<file path="src/rtl/program_sequencer.sv">
// program_sequencer: program counter plus hardware call/return stack.
// Each enabled cycle it picks the next fetch address with the priority
// ret > call > taken jump > pc+1. All outputs come straight from registers.
module program_sequencer #(
    parameter int                ADDR_W      = 8,
    parameter int                STACK_DEPTH = 4,
    parameter logic [ADDR_W-1:0] RESET_VEC   = '0,
    localparam int               DEPTH_W     = $clog2(STACK_DEPTH + 1),
    localparam int               IDX_W       = (STACK_DEPTH > 1) ? $clog2(STACK_DEPTH) : 1
) (
    input  logic               clk,
    input  logic               rst_n,
    input  logic               en,
    input  logic               jump,
    input  logic [1:0]         j_mode,
    input  logic               call,
    input  logic               ret,
    input  logic [ADDR_W-1:0]  target,
    input  logic               zero_flag,
    input  logic               carry_flag,
    output logic [ADDR_W-1:0]  pc,
    output logic [DEPTH_W-1:0] depth,
    output logic               stack_ovf,
    output logic               stack_unf
);

    // Branch condition selects carried in j_mode.
    localparam logic [1:0] JM_ALWAYS  = 2'b00;
    localparam logic [1:0] JM_ZERO    = 2'b01;
    localparam logic [1:0] JM_CARRY   = 2'b10;
    localparam logic [1:0] JM_NONZERO = 2'b11;

    logic [ADDR_W-1:0]  r_pc;
    logic [DEPTH_W-1:0] r_depth;
    logic               r_stack_ovf;
    logic               r_stack_unf;
    logic [ADDR_W-1:0]  r_stack [STACK_DEPTH];

    logic [ADDR_W-1:0]  w_pc_inc;
    logic               w_full;
    logic               w_empty;
    logic [DEPTH_W-1:0] w_depth_m1;
    logic [IDX_W-1:0]   w_push_idx;
    logic [IDX_W-1:0]   w_pop_idx;
    logic               w_jump_taken;

    // pc+1 wraps naturally at ADDR_W bits, so a call at all-ones pushes 0.
    assign w_pc_inc   = r_pc + 1'b1;
    assign w_full     = (r_depth == DEPTH_W'(STACK_DEPTH));
    assign w_empty    = (r_depth == '0);
    assign w_depth_m1 = r_depth - 1'b1;
    // Index slices are only used when the matching full/empty guard allows it.
    assign w_push_idx = r_depth[IDX_W-1:0];
    assign w_pop_idx  = w_depth_m1[IDX_W-1:0];

    // Decode whether a plain jump's condition holds this cycle.
    always_comb begin
        // NOTE: default first so every path assigns the output and no latch is inferred.
        w_jump_taken = 1'b0;
        case (j_mode)
            JM_ALWAYS:  w_jump_taken = 1'b1;
            JM_ZERO:    w_jump_taken = zero_flag;
            JM_CARRY:   w_jump_taken = carry_flag;
            JM_NONZERO: w_jump_taken = ~zero_flag;
            default:    w_jump_taken = 1'b0;
        endcase
    end

    // Advance pc, stack and sticky error flags on each enabled edge.
    always_ff @(posedge clk) begin
        if (!rst_n) begin
            r_pc        <= RESET_VEC;
            r_depth     <= '0;
            r_stack_ovf <= 1'b0;
            r_stack_unf <= 1'b0;
            // NOTE: the return stack is small and must read as zero after reset, so it is cleared
            // here; large RAM-style memories would normally be left without reset.
            for (int i = 0; i < STACK_DEPTH; i++) begin
                r_stack[i] <= '0;
            end
        end else if (en) begin
            // NOTE: non-blocking assignments keep every register reading its pre-edge value.
            if (ret) begin
                // Return wins over call and jump; a call in the same cycle is dropped.
                if (!w_empty) begin
                    r_pc    <= r_stack[w_pop_idx];
                    r_depth <= w_depth_m1;
                end else begin
                    r_stack_unf <= 1'b1;
                    r_pc        <= w_pc_inc;
                end
            end else if (call) begin
                // Calls are unconditional; on a full stack the return address is lost.
                if (!w_full) begin
                    r_stack[w_push_idx] <= w_pc_inc;
                    r_depth             <= r_depth + 1'b1;
                end else begin
                    r_stack_ovf <= 1'b1;
                end
                r_pc <= target;
            end else if (jump && w_jump_taken) begin
                r_pc <= target;
            end else begin
                r_pc <= w_pc_inc;
            end
        end
    end

    assign pc        = r_pc;
    assign depth     = r_depth;
    assign stack_ovf = r_stack_ovf;
    assign stack_unf = r_stack_unf;

endmodule

</file>
<file path="config.mk">
export PLATFORM = sky130hd
export DESIGN_NAME = program_sequencer
export DESIGN_NICKNAME = d
export VERILOG_FILES = /design/src/rtl/program_sequencer.sv
export SDC_FILE = /design/constraint.sdc
export NUM_CORES = 1
export LEC_CHECK = 0
export CORE_MARGIN = 2
export CORE_UTILIZATION = 55
export DETAILED_ROUTE_END_ITERATION = 16
export PLACE_DENSITY = 0.83
export SLEW_MARGIN = 20
export SYNTH_ARGS = -nofsm -noshare
export SYNTH_HDL_FRONTEND = slang
export SYNTH_SLANG_ARGS = --single-unit
export TNS_END_PERCENT = 5
</file>
<file path="constraint.sdc">
create_clock -name clk -period 2.9 [get_ports clk]
set_input_delay 0.58 -clock clk [delete_from_list [all_inputs] [get_ports clk]]
set_output_delay 0.58 -clock clk [all_outputs]
set_load 0.02 [all_outputs]
</file>
==> metrics.yaml <==
status: "finished, final reports clean"
gr-total-overflow: 0
yosys_most_used_dff: "edfxtp_1"
wl_per_cell_microns: 18.11
crit_type: "in2reg"
cts_buffers: 5
required_ps: 2870
synth_edf_count: 32
finalWirelength_microns: 5398
seqPwrFrac_pct: 48.1
die_y_microns: 69.94
dr_total_vias: 1836
arrival_ps: 2290
max_stage_delay_ps: 520
crit_chain: "clkdlybuf4s50_1 -> inv_4 -> nor2_8 -> nand4_2 -> or3_1 -> nand2_1"
hold_depth: 2
cts_tree: "done"
synth_top_family_by_area: "simple AND/OR/NAND/NOR gates"
pwr-share-comb_pct: 21.5
viasPerCell: 6.161
final_max_slew_viol_count: 0
period_minus_slack_ps: 2312
start_kind: "input port"
switching_share_pct: 27.57
critical_path.top_delay_family: "simple AND/OR/NAND/NOR gates"
final_cell_area_sq_mm: 0.002861
final_cell_mix: "nor2_1 (33), edfxtp_1 (32), clkdlybuf4s50_1 (30), nand2_1 (16), dfxtp_1 (13)"
r2r_cells: 6
p_switching_w: 0.0004356
drive_gt1_share_pct: 17.34
rsz0062_at_grt: "no"
slew_headroom_pct: 57.00
clk_latency_ps: 300
antenna_found_initial: 0
drtIter0Drc: 181
die_x_microns: 69.94
cts_sinks: 45
tightest_slew_ps: 642.9
cts_buffer_depth: 2
yosysSeqAreaShare_pct: 51.07
grt_pass1_wl_microns: 8825
critPathMaxFanout: 9
synth_cell_types: 50
synthXorXnorAreaFrac_pct: 3.977
hold_buffers: 0
post-place-ws_ps: 295.7
synthArstFlopShare_pct: 0
power_density_mw_per_mm2: 552.0
fmax_mhz: 432.5
n_fill_cell: 304
synth_nets: 235
track_usage_pct: 23.12
synth_compound_area_share_pct: 12.93
finalPower_w: 0.001580
drc: 0
syn-cell-area_sq_mm: 0.002391
synth_top_area_share_pct: 40.19
placed_area_sq_mm: 0.002749
num-nets-final: 269
rows: 23
path_depth: 6
core_area_sq_mm: 0.004086
p_leak_nw: 1.001
hold_viol: 0
yosysWarningCount: 0
crit_buf_inv: 2
gp_congestion: 0.9023
hold_class: "reg2reg"
setup_slack_ps: 587.7
grt_max_degree: 16
synth_area_per_cell_sq_um: 11.23
synthSimpleGateAreaFrac_pct: 16.90
synthMuxAreaShare_pct: 8.163
synth_top_area_cell: "edfxtp_1"
max_cap_violations: 0
timing.final.crit_share_pct: 79.73
cts-resized-gates: 0
ir_drop_mv: 0.3430
cellInternalPower_w: 0.001144
postRouteAntennaNets: 0
ys_ff_latch: 45
antenna_cells: 0
post_cts_buffers: 0
initial_core_util_pct: 58.51
syn_inst: 213
grt_pass1_vias: 1752
crit_path_end_kind: "flip-flop"
final_common_cell: "nor2_1"
tns_ps: 0
clockRootBuffer: "clkbuf_8"
cpMaxStageDelayCell: "clkdlybuf4s50_1"
drt_pre_antenna_iters: 5
setup_viol: 0
area_growth_syn_to_layout_pct: 19.68
cts_htree_levels: 2
synth_fa_ha_area_share_pct: 2.093
clock_skew_ps: 12.56
io_pins: 31
die_area_sq_mm: 0.004891
portBuffers: 30
p_clk_share_pct: 30.4
post-dp-hpwl_microns: 3984
path_clk_slew_ps: 80
synth.area.top_cells: "edfxtp_1 (40%), dfxtp_1 (11%), mux4_2 (6.6%)"
[worst register-to-register path: cells and delay by family (launching register included)]
family | cells | cell delay, ps
and+or+nand+nor | 4 | 1080
buffers and inverters | 1 | 120
DFF | 1 | 430
adders and majority gates | 1 | 260
[final timing paths]
kind                            startpoint       endpoint  slack [ps]
worst max register to register    depth[1]  r_stack[1][4]         680
worst min-delay path             stack_unf      stack_unf         470
worst min register to register   stack_unf      stack_unf         470
worst max-delay path                    en  r_stack[1][4]         590
[metal layers]
| layer | routed length (microns) | track usage, % | vias to the layer above |
|---|---|---|---|
| met2 | 2631 | 36.93 | 110 |
| met3 | 474 | 5.339 | 7 |
| met5 | 0 | 0 | - |
| met4 | 53 | 6.838 | 0 |
| li1 | - | - | 843 |
| met1 | 2239 | 31.79 | 876 |
[cells by family (layout without fill, tap and decap cells)]
logic type,Yosys count,count (layout)
xor+xnor,10,10
compound gates,45,45
mux,9,9
fa+ha+maj,4,4
flops,45,45
simple gates,79,79
buf+inv,21,56
[stage by stage]
stage | util [%] | hold slack, ps | instances
2_1_floorplan | - | 555.5 | 213
3_3_place_gp | 67.27 | 453.0 | 290
3_5_place_dp | 67.27 | 459.5 | 290
4_1_cts | 70.02 | 481.0 | 298
5_1_grt | 70.02 | 530.1 | 298
6_report | 70.02 | 470.1 | 298
[power groups by stage]
| stage | Clock (W) | Combinational (W) | Sequential [W] |
|---|---|---|---|
| final | 0.000480 | 0.000340 | 0.000760 |
| after global routing | 0.000514 | 0.000367 | 0.000765 |
| after CTS | 0.000484 | 0.000339 | 0.000759 |
| after detailed placement | 0 | 0.000337 | 0.000773 |
| after global placement | 0 | 0.000332 | 0.000773 |
| after floorplan | 0 | 0.000207 | 0.000784 |
[sequential cells by signal (all words and copies together), names as in the netlist]
name	flops
r_stack	32
stack_unf	1
pc	8
depth	3
stack_ovf	1
[final cells by class]
class	count	area, sq um	share of cell area (%)
well taps	50	62.56	2.186
inverters	7	28.78	1.006
flip-flops and latches	45	1221	42.68
repair buffers	41	382.9	13.38
clock inverters	3	43.79	1.530
clock buffers	5	68.82	2.405
multi-input cells	147	1054	36.82
[cells in the mapped netlist (all sizes together) (2+ instances only)]
library cell and n:
o31a 4, buf 6, xnor2 5, clkbuf 8, o31ai 2, nand2b 3, edfxtp 32, o21ai 7
o21a 2, mux4 8, dfxtp 13, a22o 2, a22oi 2, or3 5, nand2 16, inv 7
a21boi 3, a21oi 11, nand3 4, ha 4, nor2 42, a211oi 7, xor2 5
Power figures use the tool's default switching activity.
